--- config.mk ---
export PLATFORM = sky130hd
export DESIGN_NAME = icache_mshr_arbiter
export DESIGN_NICKNAME = d
export VERILOG_FILES = /design/src/rtl/icache_mshr_arbiter.sv
export SDC_FILE = /design/constraint.sdc
export NUM_CORES = 1
export LEC_CHECK = 0
export ABC_AREA = 0
export CAP_MARGIN = 10
export CORE_AREA = 2 2 136 138
export CTS_BUF_LIST = sky130_fd_sc_hd__clkbuf_8
export CTS_CLUSTER_DIAMETER = 120
export DETAILED_ROUTE_END_ITERATION = 10
export DIE_AREA = 0 0 138 140
export PLACE_DENSITY = 0.76
export SETUP_SLACK_MARGIN = 0.2
export SYNTH_ARGS = -nofsm -noshare
export SYNTH_HDL_FRONTEND = slang
export SYNTH_SLANG_ARGS = --single-unit
--- constraint.sdc ---
create_clock -name clk -period 4.4 [get_ports clk]
set_clock_uncertainty 0.15 [all_clocks]
set_input_delay 0.44 -clock clk [delete_from_list [all_inputs] [get_ports clk]]
set_output_delay 0.44 -clock clk [all_outputs]
set_load 0.05 [all_outputs]
--- src/rtl/icache_mshr_arbiter.sv ---
// icache_mshr_arbiter
//   Tracks instruction-cache MSHR entries. It allocates free entries,
//   round-robin arbitrates entry requests onto a single downstream txreq
//   channel, and matches linefill completions back to their owning entries.
//
// Ports
//   clk, rst_n          : clock (rising edge) and asynchronous active-low reset
//   alloc_vld/rdy/id    : miss allocation handshake; id = lowest free entry
//   ent_release         : per-entry free pulse (also aborts an issued request)
//   ent_busy            : per-entry allocated flag
//   ent_req_vld/addr    : per-entry downstream request and packed addresses
//   ent_req_gnt         : per-entry pulse, same cycle as the txreq handshake
//   txreq_*             : downstream request channel, txnid = entry index
//   rxdat_*             : linefill beats; the last beat completes the owner
//   ent_fill_done       : per-entry pulse, cycle after the last fill beat
//   mshr_full, outstanding_cnt, rsp_err : status (rsp_err is sticky)
module icache_mshr_arbiter #(
  parameter int ENTRY_NUM   = 8,
  parameter int ADDR_WIDTH  = 32,
  parameter int TXNID_WIDTH = 4
) (
  input  logic                            clk,
  input  logic                            rst_n,
  input  logic                            alloc_vld,
  output logic                            alloc_rdy,
  output logic [$clog2(ENTRY_NUM)-1:0]    alloc_id,
  input  logic [ENTRY_NUM-1:0]            ent_release,
  output logic [ENTRY_NUM-1:0]            ent_busy,
  input  logic [ENTRY_NUM-1:0]            ent_req_vld,
  input  logic [ENTRY_NUM*ADDR_WIDTH-1:0] ent_req_addr,
  output logic [ENTRY_NUM-1:0]            ent_req_gnt,
  output logic                            txreq_vld,
  input  logic                            txreq_rdy,
  output logic [ADDR_WIDTH-1:0]           txreq_addr,
  output logic [TXNID_WIDTH-1:0]          txreq_txnid,
  input  logic                            rxdat_vld,
  input  logic                            rxdat_last,
  input  logic [TXNID_WIDTH-1:0]          rxdat_txnid,
  output logic [ENTRY_NUM-1:0]            ent_fill_done,
  output logic                            mshr_full,
  output logic [$clog2(ENTRY_NUM):0]      outstanding_cnt,
  output logic                            rsp_err
);

  localparam int IDW = $clog2(ENTRY_NUM);
  localparam logic [TXNID_WIDTH:0] ENTRY_LIMIT = (TXNID_WIDTH+1)'(ENTRY_NUM);

  typedef enum logic {IDLE, SEND} state_t;

  state_t                  state_reg;
  logic [ENTRY_NUM-1:0]    busy_reg, busy_next;
  logic [ENTRY_NUM-1:0]    issued_reg, issued_next;
  logic [ENTRY_NUM-1:0]    fill_done_reg, fill_done_next;
  logic                    rsp_err_reg;
  logic [IDW-1:0]          rr_ptr_reg;
  logic [IDW-1:0]          win_reg;
  logic                    txreq_vld_reg;
  logic [ADDR_WIDTH-1:0]   txreq_addr_reg;
  logic [TXNID_WIDTH-1:0]  txreq_txnid_reg;

  logic [ADDR_WIDTH-1:0]   addr_arr [ENTRY_NUM];
  logic [ENTRY_NUM-1:0]    eligible;
  logic [ENTRY_NUM-1:0]    arb_mask;
  logic [IDW-1:0]          arb_start, arb_idx, cand;
  logic                    arb_found;
  logic [IDW-1:0]          alloc_idx;
  logic                    alloc_fire, hs;
  logic                    fill_last, fill_ok;
  logic [IDW-1:0]          fill_idx;
  logic [IDW:0]            cnt;

  for (genvar gi = 0; gi < ENTRY_NUM; gi++) begin : g_entry
    assign addr_arr[gi] = ent_req_addr[gi*ADDR_WIDTH +: ADDR_WIDTH];
    assign eligible[gi] = busy_reg[gi] & ent_req_vld[gi] & ~issued_reg[gi];
  end

  // Lowest-index free entry, taken from the registered (pre-release) vector.
  always_comb begin
    alloc_idx = '0;
    for (int i = ENTRY_NUM - 1; i >= 0; i--) begin
      if (!busy_reg[i]) alloc_idx = IDW'(i);
    end
  end

  assign alloc_rdy  = ~&busy_reg;
  assign mshr_full  = &busy_reg;
  assign alloc_id   = alloc_idx;
  assign alloc_fire = alloc_vld & alloc_rdy;
  assign hs         = (state_reg == SEND) & txreq_rdy;

  // One shared round-robin search. From IDLE it starts at rr_ptr; on a SEND
  // handshake it starts just past the current winner (the new rr_ptr) and
  // excludes the winner, whose issued bit only lands next cycle.
  always_comb begin
    arb_mask  = eligible;
    arb_start = rr_ptr_reg;
    if (state_reg == SEND) begin
      arb_mask[win_reg] = 1'b0;
      arb_start         = win_reg + IDW'(1);
    end
    arb_found = 1'b0;
    arb_idx   = '0;
    cand      = '0;
    for (int k = 0; k < ENTRY_NUM; k++) begin
      cand = arb_start + IDW'(k);
      if (!arb_found && arb_mask[cand]) begin
        arb_found = 1'b1;
        arb_idx   = cand;
      end
    end
  end

  // A completing fill must name an in-range entry that is actually issued.
  assign fill_last = rxdat_vld & rxdat_last;
  assign fill_idx  = rxdat_txnid[IDW-1:0];
  assign fill_ok   = fill_last && ({1'b0, rxdat_txnid} < ENTRY_LIMIT) && issued_reg[fill_idx];

  always_comb begin
    busy_next = busy_reg & ~ent_release;
    if (alloc_fire) busy_next[alloc_idx] = 1'b1;

    issued_next = issued_reg;
    if (hs) issued_next[win_reg] = 1'b1;
    if (fill_ok) issued_next[fill_idx] = 1'b0;
    issued_next = issued_next & ~ent_release;

    fill_done_next = '0;
    if (fill_ok) fill_done_next[fill_idx] = 1'b1;

    ent_req_gnt = '0;
    if (hs) ent_req_gnt[win_reg] = 1'b1;

    cnt = '0;
    for (int i = 0; i < ENTRY_NUM; i++) cnt = cnt + (IDW+1)'(issued_reg[i]);
  end

  always_ff @(posedge clk or negedge rst_n) begin
    if (!rst_n) begin
      busy_reg      <= '0;
      issued_reg    <= '0;
      fill_done_reg <= '0;
      rsp_err_reg   <= 1'b0;
    end else begin
      busy_reg      <= busy_next;
      issued_reg    <= issued_next;
      fill_done_reg <= fill_done_next;
      if (fill_last && !fill_ok) rsp_err_reg <= 1'b1;
    end
  end

  // Txreq FSM: output registers are loaded only when a new winner is chosen,
  // so address and txnid stay frozen while the downstream stalls.
  always_ff @(posedge clk or negedge rst_n) begin
    if (!rst_n) begin
      state_reg       <= IDLE;
      rr_ptr_reg      <= '0;
      win_reg         <= '0;
      txreq_vld_reg   <= 1'b0;
      txreq_addr_reg  <= '0;
      txreq_txnid_reg <= '0;
    end else begin
      case (state_reg)
        IDLE: begin
          if (arb_found) begin
            state_reg       <= SEND;
            txreq_vld_reg   <= 1'b1;
            win_reg         <= arb_idx;
            txreq_addr_reg  <= addr_arr[arb_idx];
            txreq_txnid_reg <= TXNID_WIDTH'(arb_idx);
          end
        end
        SEND: begin
          if (txreq_rdy) begin
            rr_ptr_reg <= win_reg + IDW'(1);
            if (arb_found) begin
              win_reg         <= arb_idx;
              txreq_addr_reg  <= addr_arr[arb_idx];
              txreq_txnid_reg <= TXNID_WIDTH'(arb_idx);
            end else begin
              state_reg     <= IDLE;
              txreq_vld_reg <= 1'b0;
            end
          end
        end
        default: begin
          state_reg     <= IDLE;
          txreq_vld_reg <= 1'b0;
        end
      endcase
    end
  end

  assign ent_busy        = busy_reg;
  assign ent_fill_done   = fill_done_reg;
  assign rsp_err         = rsp_err_reg;
  assign outstanding_cnt = cnt;
  assign txreq_vld       = txreq_vld_reg;
  assign txreq_addr      = txreq_addr_reg;
  assign txreq_txnid     = txreq_txnid_reg;

endmodule
### Word-level counts from Yosys, hierarchy flattened

Cells that the tools add are included.

* add/sub/neg operators: 15
* multiply operators: 0
* divide/modulo/power cells: 0
* magnitude comparators: 16
* equal/unequal tests: 3
* shift operators: 0
* muxes and demuxes: 74
* bitwise gates (word level): 38
* reductions and logical operators: 25

Operators by type and width (count)
* $mux 32: 4
* $bmux 32 s3: 1
* $pmux 32 s2: 1
* $mux 3: 19
* $mux 8: 6
* $lt 3x4->1 const B: 11
* $and 8x8->8: 4
* $bmux 1 s3: 9
* $mux 1: 25
* $not 8->8: 3
* $and 1x1->1: 19
* $add 4x1->4: 4
* $or 8x8->8: 2
* $logic_and 1x1->1: 13
* $add 3x3->3 const B: 4
* $demux 1 s3: 3
* $ge 3x1->1 const B: 3
* $logic_not 1->1: 9
* $not 1->1: 9
* $mux 4: 2
* $pmux 4 s2: 1
* $reduce_and 8->1: 1
* $add 3x1->3 const B: 2
* $add 3x2->3 const B: 2
* 11 further kinds: 14

* register bits: 69
* bits in latches: 0
* memory bits (writable): 0
* memory bits (read-only): 0
* input port bits: 282
* output and inout bits: 71
* logic and storage cells: 181
* memories: 0

### Logic depth before layout (Yosys ltp)

Gate-level depths: netlist (run 1).

* depth after elaboration: 38
* mapped depth: 18
* mapped depth without buffers: 13

### Worst setup path after synthesis (run 1)

No wires, ideal clock.

* path kind: register -> register
* start: register win_reg[0]
* end: register txreq_addr_reg[1] (netlist: txreq_addr[1])
* library setup time: 0.087 ns
* data arrival time: 4.764 ns
* required time: 4.163 ns
* slack: -0.601 ns
* stages on the path, launching flop included: 19
* buffers on the path: 6
* period minus slack after synthesis: 5.001 ns
* cells stage by stage: dfrtp_1 > ha_1 > mux2i_1 > clkbuf_1 > ha_1 > buf_2 > inv_1 > clkbuf_1 > mux4_2 > a211oi_4 > and2_2 > nand2_1 > o22a_1 > buf_6 > buf_6 > buf_4 > mux2i_1 > mux2_2 > o211ai_1

* longest elaborated chain between the ends: 38
* elaborated cells between the ends (all ways): 70
* classes of those cells: 8 x add/sub; 2 x order compare; 42 x mux; 3 x bitwise; 15 x reduce/logical

RTL lines
* start: declaration: line 56 `logic [IDW-1:0] win_reg;`
* start signal: assignment: line 167 `win_reg <= arb_idx;`
* start signal: assignment: line 176 `win_reg <= arb_idx;`
* $lt 3x4->1 (implied by the code) / $ge 3x1->1 (equally long branches): line 98 `arb_mask[win_reg] = 1'b0;`
* $logic_and 1x1->1 (implied by the code): line 98
* $mux 1 (implied by the code): line 98
* $demux 1 s3: line 98
* $not 8->8 (no line)
* $and 8x8->8 (no line)
* $mux 8: line 97 `if (state_reg == SEND) begin`
* $bmux 1 s3: line 106 `if (!arb_found && arb_mask[cand]) begin`
* [21 not listed]
* $logic_and 1x1->1: line 106
* $mux 3: line 106
* $not 3->4 (implied by the code): line 168, 177
* $bmux 32 s3: line 168, 177
* $mux 32 (implied by the code) (2 in a row): line 168, 177
* $mux 32 *: line 164, 175
* $mux 32: line 173 `if (txreq_rdy) begin`
* $pmux 32 s2 *: line 162 `case (state_reg)`
* end signal: assignment: line 168 `txreq_addr_reg <= addr_arr[arb_idx];`
* end signal: assignment: line 177 `txreq_addr_reg <= addr_arr[arb_idx];`
* end: declaration: line 58 `logic [ADDR_WIDTH-1:0] txreq_addr_reg;`

Mark *: on every way between the ends. The rest lies on a longest branch, timed or not. The select of a mux whose other input is x is not followed.
A chain may end at the register's enable or synchronous reset.

### Worst setup path after layout (run 1)

* start: register issued_reg[0]
* end: output port outstanding_cnt[0]

* longest elaborated chain between the ends: 7

RTL lines
* start: declaration: line 52 `logic [ENTRY_NUM-1:0] issued_reg, issued_next;`
* start signal: assignment: line 145 `issued_reg <= issued_next;`
* $add 1x1->2: line 134 `for (int i = 0; i < ENTRY_NUM; i++) cnt = cnt + (IDW+1)'(issued_reg[i]);`
* $add 2x1->3: line 134
* $add 3x1->4: line 134
* $add 4x1->4 (4 in a row): line 134
* end: declaration: line 41 `output logic [$clog2(ENTRY_NUM):0] outstanding_cnt,`

Every way passes these cells.

==> impl_metrics.toml, run 1 <==
[synthesis]
synth_nets = 913
synth.avg_cell_area_sq_um = 9.65
synth-async-reset-ratio = 1.00
yosysTopAreaCell = "dfrtp_1"
yosysMostFrequentCell = "nand2_1"
synth_seq_cells = 65
synthTopCellsByCount = "nand2_1 (96), mux2i_1 (79), dfrtp_1 (65)"
synth-edff-count = 0
synth_top_area_frac = 0.271
synth.area.top_cells = "dfrtp_1 (27%), mux4_2 (15%), mux2i_1 (13%), mux2_2 (6.2%), nand2_1 (6.0%)"
synth_ff_type = "dfrtp_1"
seq_area_frac_synth = 0.271
synthCells = 621
yosysWarningCount = 0
synth_area_sq_mm = 0.00599
synth_cell_type_count = 64

[job]
drv_cap = 0

[critical_path]
cp.required_ns = 3.81
path_max_fanout = 4
end_kind = "output pin"
crit_type = "reg2out"
arrival_ns = 3.48
r2r_start = "state_reg"
start_kind = "flip-flop"
r2r_slack_ns = 0.39
timing.rr.end = "txreq_addr[19]"
r2r_cells = 13

[route]
wire_per_inst_microns = 20.9
vias = 6546
drt_wl_total_microns = 25400
drt_iter0_markers = 510
viasPerCell = 5.38
drtPass1Iterations = 7
drc = 0
ant_nets = 0

[hold_path]
whs_path_depth = 2
hold_class = "reg2reg"
hold_end = "rr_ptr_reg[2]"
hp-start = "rr_ptr_reg[2]"

[clock_network]
cts_tree = "done"
path_clk_slew_ns = 0.07
cts_buffers = 9
cts_root_buf = "clkbuf_8"
cts.sinks = 65
cts_buffer_depth = 2
htree_levels = 3
clk_latency_ns = 0.37

[timing]
rsz0062_at_grt = "yes"
finalSetupViolCount = 0
hold_violations = 0
slew_headroom = 0.545
fmax_mhz = 246
fin_tns_setup_ns = 0
period_needed_ns = 4.07
fin_crit_sh = 0.925
maxSlewViolCount = 0
worstMarginPinSlew_ns = 0.682

[finish]
area_delta_synth_final_pct = 70.4
drive_above_1_share = 0.157
fin_nets = 1274
largest_reg_flops = 32
diodes = 0

[placement]
port-buffer-count = 351
detailed_place_hpwl_microns = 21400
place_congestion = 0.967

[floorplanning]
ios = 353
start_util = 0.337
rows = 49
chipHeight_microns = 140
die-area_sq_mm = 0.0193
die_w_microns = 138
coreArea_sq_mm = 0.0178

[grt]
grt_pass1_wl_microns = 37500
grt_max_degree = 40
first_global_vias = 6554
antenna_found_initial = 1
grt_overflow = 0
track_usage = 0.251

[status]
status = "finished clean"
-- final cells by class --
| cell class | instances | area (sq um) |
|---|---|---|
| fill | 1599 | 7570 |
| multi-input combinational | 494 | 4120 |
| timing repair buffer | 393 | 3920 |
| sequential | 65 | 1630 |
| tap | 229 | 287 |
| clock buffer | 10 | 138 |
| inverter | 19 | 73.8 |
| clock inverter | 6 | 36.3 |
-- metrics by stage --
step / area, sq um / utilization / hold slack [ns] / std cells / setup slack, ns
3_3_place_gp: 9950 / 0.560 / 0.315 / 1196 / 0.283
3_5_place_dp: 9950 / 0.560 / 0.319 / 1196 / 0.256
2_1_floorplan: 6100 / - / -0.00559 / 621 / 0.210
6_report: 10200 / 0.574 / 0.337 / 1216 / 0.328
4_1_cts: 10100 / 0.570 / 0.335 / 1213 / 0.243
5_1_grt: 10200 / 0.574 / 0.370 / 1216 / 0.188
-- metal layers --
metal	GRT usage	routed length (microns)
met4	0.0720	499
met5	0	0
met1	0.326	10200
met3	0.0455	1920
met2	0.432	12800
-- kinds of logic after synthesis --
kind of cell / synth area share
simple gates: 0.161
mux: 0.344
compound gates: 0.135
flops: 0.271
buf+inv: 0.0528
fa+ha+maj: 0.0259
xor+xnor: 0.00856
other cells: 0.000626
-- critical path: stages, from the launching register on --
cell and delay (ns):
dfrtp_1 0.45, fa_1 0.56, inv_1 0.05, fa_1 0.45
fa_1 0.50, inv_1 0.04, ha_1 0.26, clkdlybuf4s50_1 0.80
-- layout by cell type (no fill, tap or decap), types with 4 or more instances in the layout --
cell | Yosys | final
mux2_2 | 33 | 33
clkdlybuf4s50_1 | 0 | 347
o21ai_0 | 21 | 21
o211ai_1 | 33 | 33
mux2i_1 | 79 | 78
clkbuf_8 | 0 | 10
nand3_1 | 15 | 15
nand3b_1 | 8 | 8
buf_4 | 9 | 35
fa_1 | 4 | 4
inv_1 | 18 | 19
a21oi_1 | 16 | 15
mux4_2 | 40 | 40
nand4_1 | 4 | 4
dfrtp_1 | 65 | 62
and3_1 | 4 | 4
o22ai_1 | 9 | 9
nor2_1 | 40 | 39
nand2b_1 | 5 | 4
nand2_1 | 96 | 95
a211oi_1 | 6 | 6
nor3_1 | 22 | 22
buf_12 | 0 | 5
ha_1 | 6 | 5
-- worst max path at each step --
stage | slack (ns) | to | startpoint
5_1_grt | 0.19 | txreq_addr[31] | state_reg
3_5_place_dp | 0.26 | txreq_addr[27] | ent_req_vld[2]
4_1_cts | 0.24 | txreq_addr[27] | win_reg[0]
3_3_place_gp | 0.28 | txreq_addr[19] | ent_req_vld[3]
2_1_floorplan | 0.21 | txreq_addr[1] | win_reg[0]
6_report | 0.33 | outstanding_cnt[0] | issued_reg[0]
-- repair_timing --
item / in CTS / in global routing
pin swaps: 0 / 1
hold buffers: 1 / 0
cloned: 0 / 1
setup endpoints to repair: 2 / 32
endpoints found under the hold margin: 30 / 0
gates resized for setup: 4 / 6
buffers inserted: 0 / 2
Power of run 1 is not shown: default switching activity piles up to over one toggle a cycle in this logic, so the estimate is an artifact.
==> inputs of run 2 (changes only) <==
CORE_AREA = unset   (was 2 2 136 138)
CORE_MARGIN = 8   (was unset)
CORE_UTILIZATION = 36   (was unset)
DIE_AREA = unset   (was 0 0 138 140)
PLACE_DENSITY = 0.8   (was 0.76)
==> run 2 against run 1 <==
  * Die area up 8.8%
  * Global-route usage decreased by 0.49 points
  * Non-clock buffer count down 3
  * Sequential share of layout area up 0.079 points
  * Routed wire length up 4.8%
  * Register-to-register slack got worse by 0.05 ns
  * Via count fell by 0.14%
  * Critical endpoint is now txreq_addr[12]
==> impl_metrics.toml, run 2 (synthesis gave the netlist of run 1 again) <==
[placement]
port-buffer-count = 351
dp_slack_ns = 0.184
place_congestion = 0.961
detailed_place_hpwl_microns = 22500

[critical_path]
r2r_slack_ns = 0.34
start_kind = "flip-flop"
cp.required_ns = 4.48
path_max_fanout = 11
r2r_cells = 13
end_kind = "flip-flop"
arrival_ns = 4.13
crit_type = "reg2reg"

[timing]
worstMarginPinSlew_ns = 0.921
layout_setup_ws_ns = 0.343
period_needed_ns = 4.06
maxSlewViolCount = 0
finalSetupViolCount = 0
rsz0062_at_grt = "yes"
fmax_mhz = 247
fin_tns_setup_ns = 0
hold_violations = 0
fin_crit_sh = 0.922
slew_headroom = 0.386

[clock_network]
holdBufCountCts = 0
cts.sinks = 65
clk_latency_ns = 0.36
cts_buffer_depth = 2
cts_root_buf = "clkbuf_8"
htree_levels = 3
path_clk_slew_ns = 0.09
cts_buffers = 9
cts_tree = "done"

[finish]
drive_above_1_share = 0.161
diodes = 0
nFillCells = 1333
layout_common_cells = "clkdlybuf4s50_1 (347), nand2_1 (95), mux2i_1 (78)"
layout_commonest_cell = "clkdlybuf4s50_1"
fin_nets = 1273
largest_reg_flops = 32
area_delta_synth_final_pct = 69.5

[route]
viasPerCell = 5.42
drtPass1Iterations = 5
drt_iter0_markers = 373
drc = 0
drt_wl_total_microns = 26600
wire_per_inst_microns = 22.1
ant_nets = 0
vias = 6537

[grt]
antenna_found_initial = 0
first_global_vias = 6921
grt_overflow = 0
grt_pass1_wl_microns = 40600
track_usage = 0.247
grt_max_degree = 40

[pwr]
p_seq_frac = 0.086
power_switching_share = 0.489
leakage_nw = 4.21
pwr-share-comb = 0.872
power.density_mw_per_mm2 = 1180
p_sw_mw = 5.85
p_int_mw = 6.11
ir_worst_vdd_mv = 0.955
p_clk_frac = 0.041
power_mw = 12.0

[job]
drv_cap = 0

[floorplanning]
die-area_sq_mm = 0.0210
die_w_microns = 145
ios = 353
start_util = 0.365
chipHeight_microns = 145
rows = 47
coreArea_sq_mm = 0.0164

[status]
status = "finished clean"

[hold_path]
hold_class = "in2async"
[run 2: cell types whose count changed in the layout (fill, tap and decap cells not counted), moves of 2 or more]
cell and change:
buf_12 -2, buf_4 +2, o22a_2 +2, inv_8 +2
inv_1 -2
[run 2: worst paths after layout]
path / endpoint / from
max: txreq_addr[12] / win_reg[0]
min: ent_fill_done[3] / rst_n
max reg2reg: txreq_addr[12] / win_reg[0]
min reg2reg: rsp_err / rsp_err
max in group asynchronous: txreq_addr[12] / rst_n
min in group clk: rsp_err / rsp_err
[run 2: metal layers]
| layer | track usage | up-vias | wire length (microns) |
|---|---|---|---|
| met5 | 0 | - | 0 |
| met2 | 0.448 | 298 | 14000 |
| met4 | 0.104 | 0 | 1040 |
| met1 | 0.267 | 3130 | 9810 |
| li1 | - | 3054 | - |
| met3 | 0.0616 | 55 | 1770 |
[run 2: cell type report]
type / count / area [sq um] / area share
Clock inverter: 7 / 63.8 / 0.00628
Inverter: 19 / 73.8 / 0.00727
Sequential cell: 65 / 1630 / 0.160
Clock buffer: 9 / 124 / 0.0122
Multi-Input combinational cell: 496 / 4150 / 0.409
Timing Repair Buffer: 390 / 3840 / 0.378
Tap cell: 220 / 275 / 0.0271
[run 2: power by group through the flow]
stage / Sequential (mW) / Combinational, mW / Clock, mW
global placement: 1.04 / 10.2 / 0
global route: 1.06 / 11.2 / 0.535
detailed placement: 1.04 / 10.2 / 0
floorplan: 1.58 / 7.33 / 0
CTS: 1.03 / 10.3 / 0.510
finish: 1.03 / 10.4 / 0.495
[run 2: metrics by stage]
stage                     hold WS, ns  utilization  instances  instance area [sq um]
after floorplan              -0.00559            -        621                   6100
after global placement          0.313        0.603       1185                   9900
after detailed placement        0.314        0.603       1185                   9900
after CTS                      0.0654        0.616       1202                  10100
after global routing            0.118        0.619       1206                  10200
final                          0.0483        0.619       1206                  10200
[run 2: repair_timing]
| action | 4_1_cts | 5_1_grt |
|---|---|---|
| setup endpoints to repair | 4 | 33 |
| pin swaps | 1 | 2 |
| gates cloned | 1 | 1 |
| gates resized for setup | 2 | 7 |
| setup buffers | 0 | 3 |
[run 2: critical path, stage by stage (launching register included)]
cell      delay [ns]
dfrtp_2         0.48
and2b_4         0.35
nor2_8          0.07
ha_1            0.32
inv_4           0.16
mux4_2          0.58
a211oi_4        0.28
and2_4          0.22
nand2_1         0.14
o22a_4          0.31
buf_4           0.22
mux2i_1         0.35
mux2_2          0.23
o211ai_1        0.07
Power figures use the tool's default switching activity.
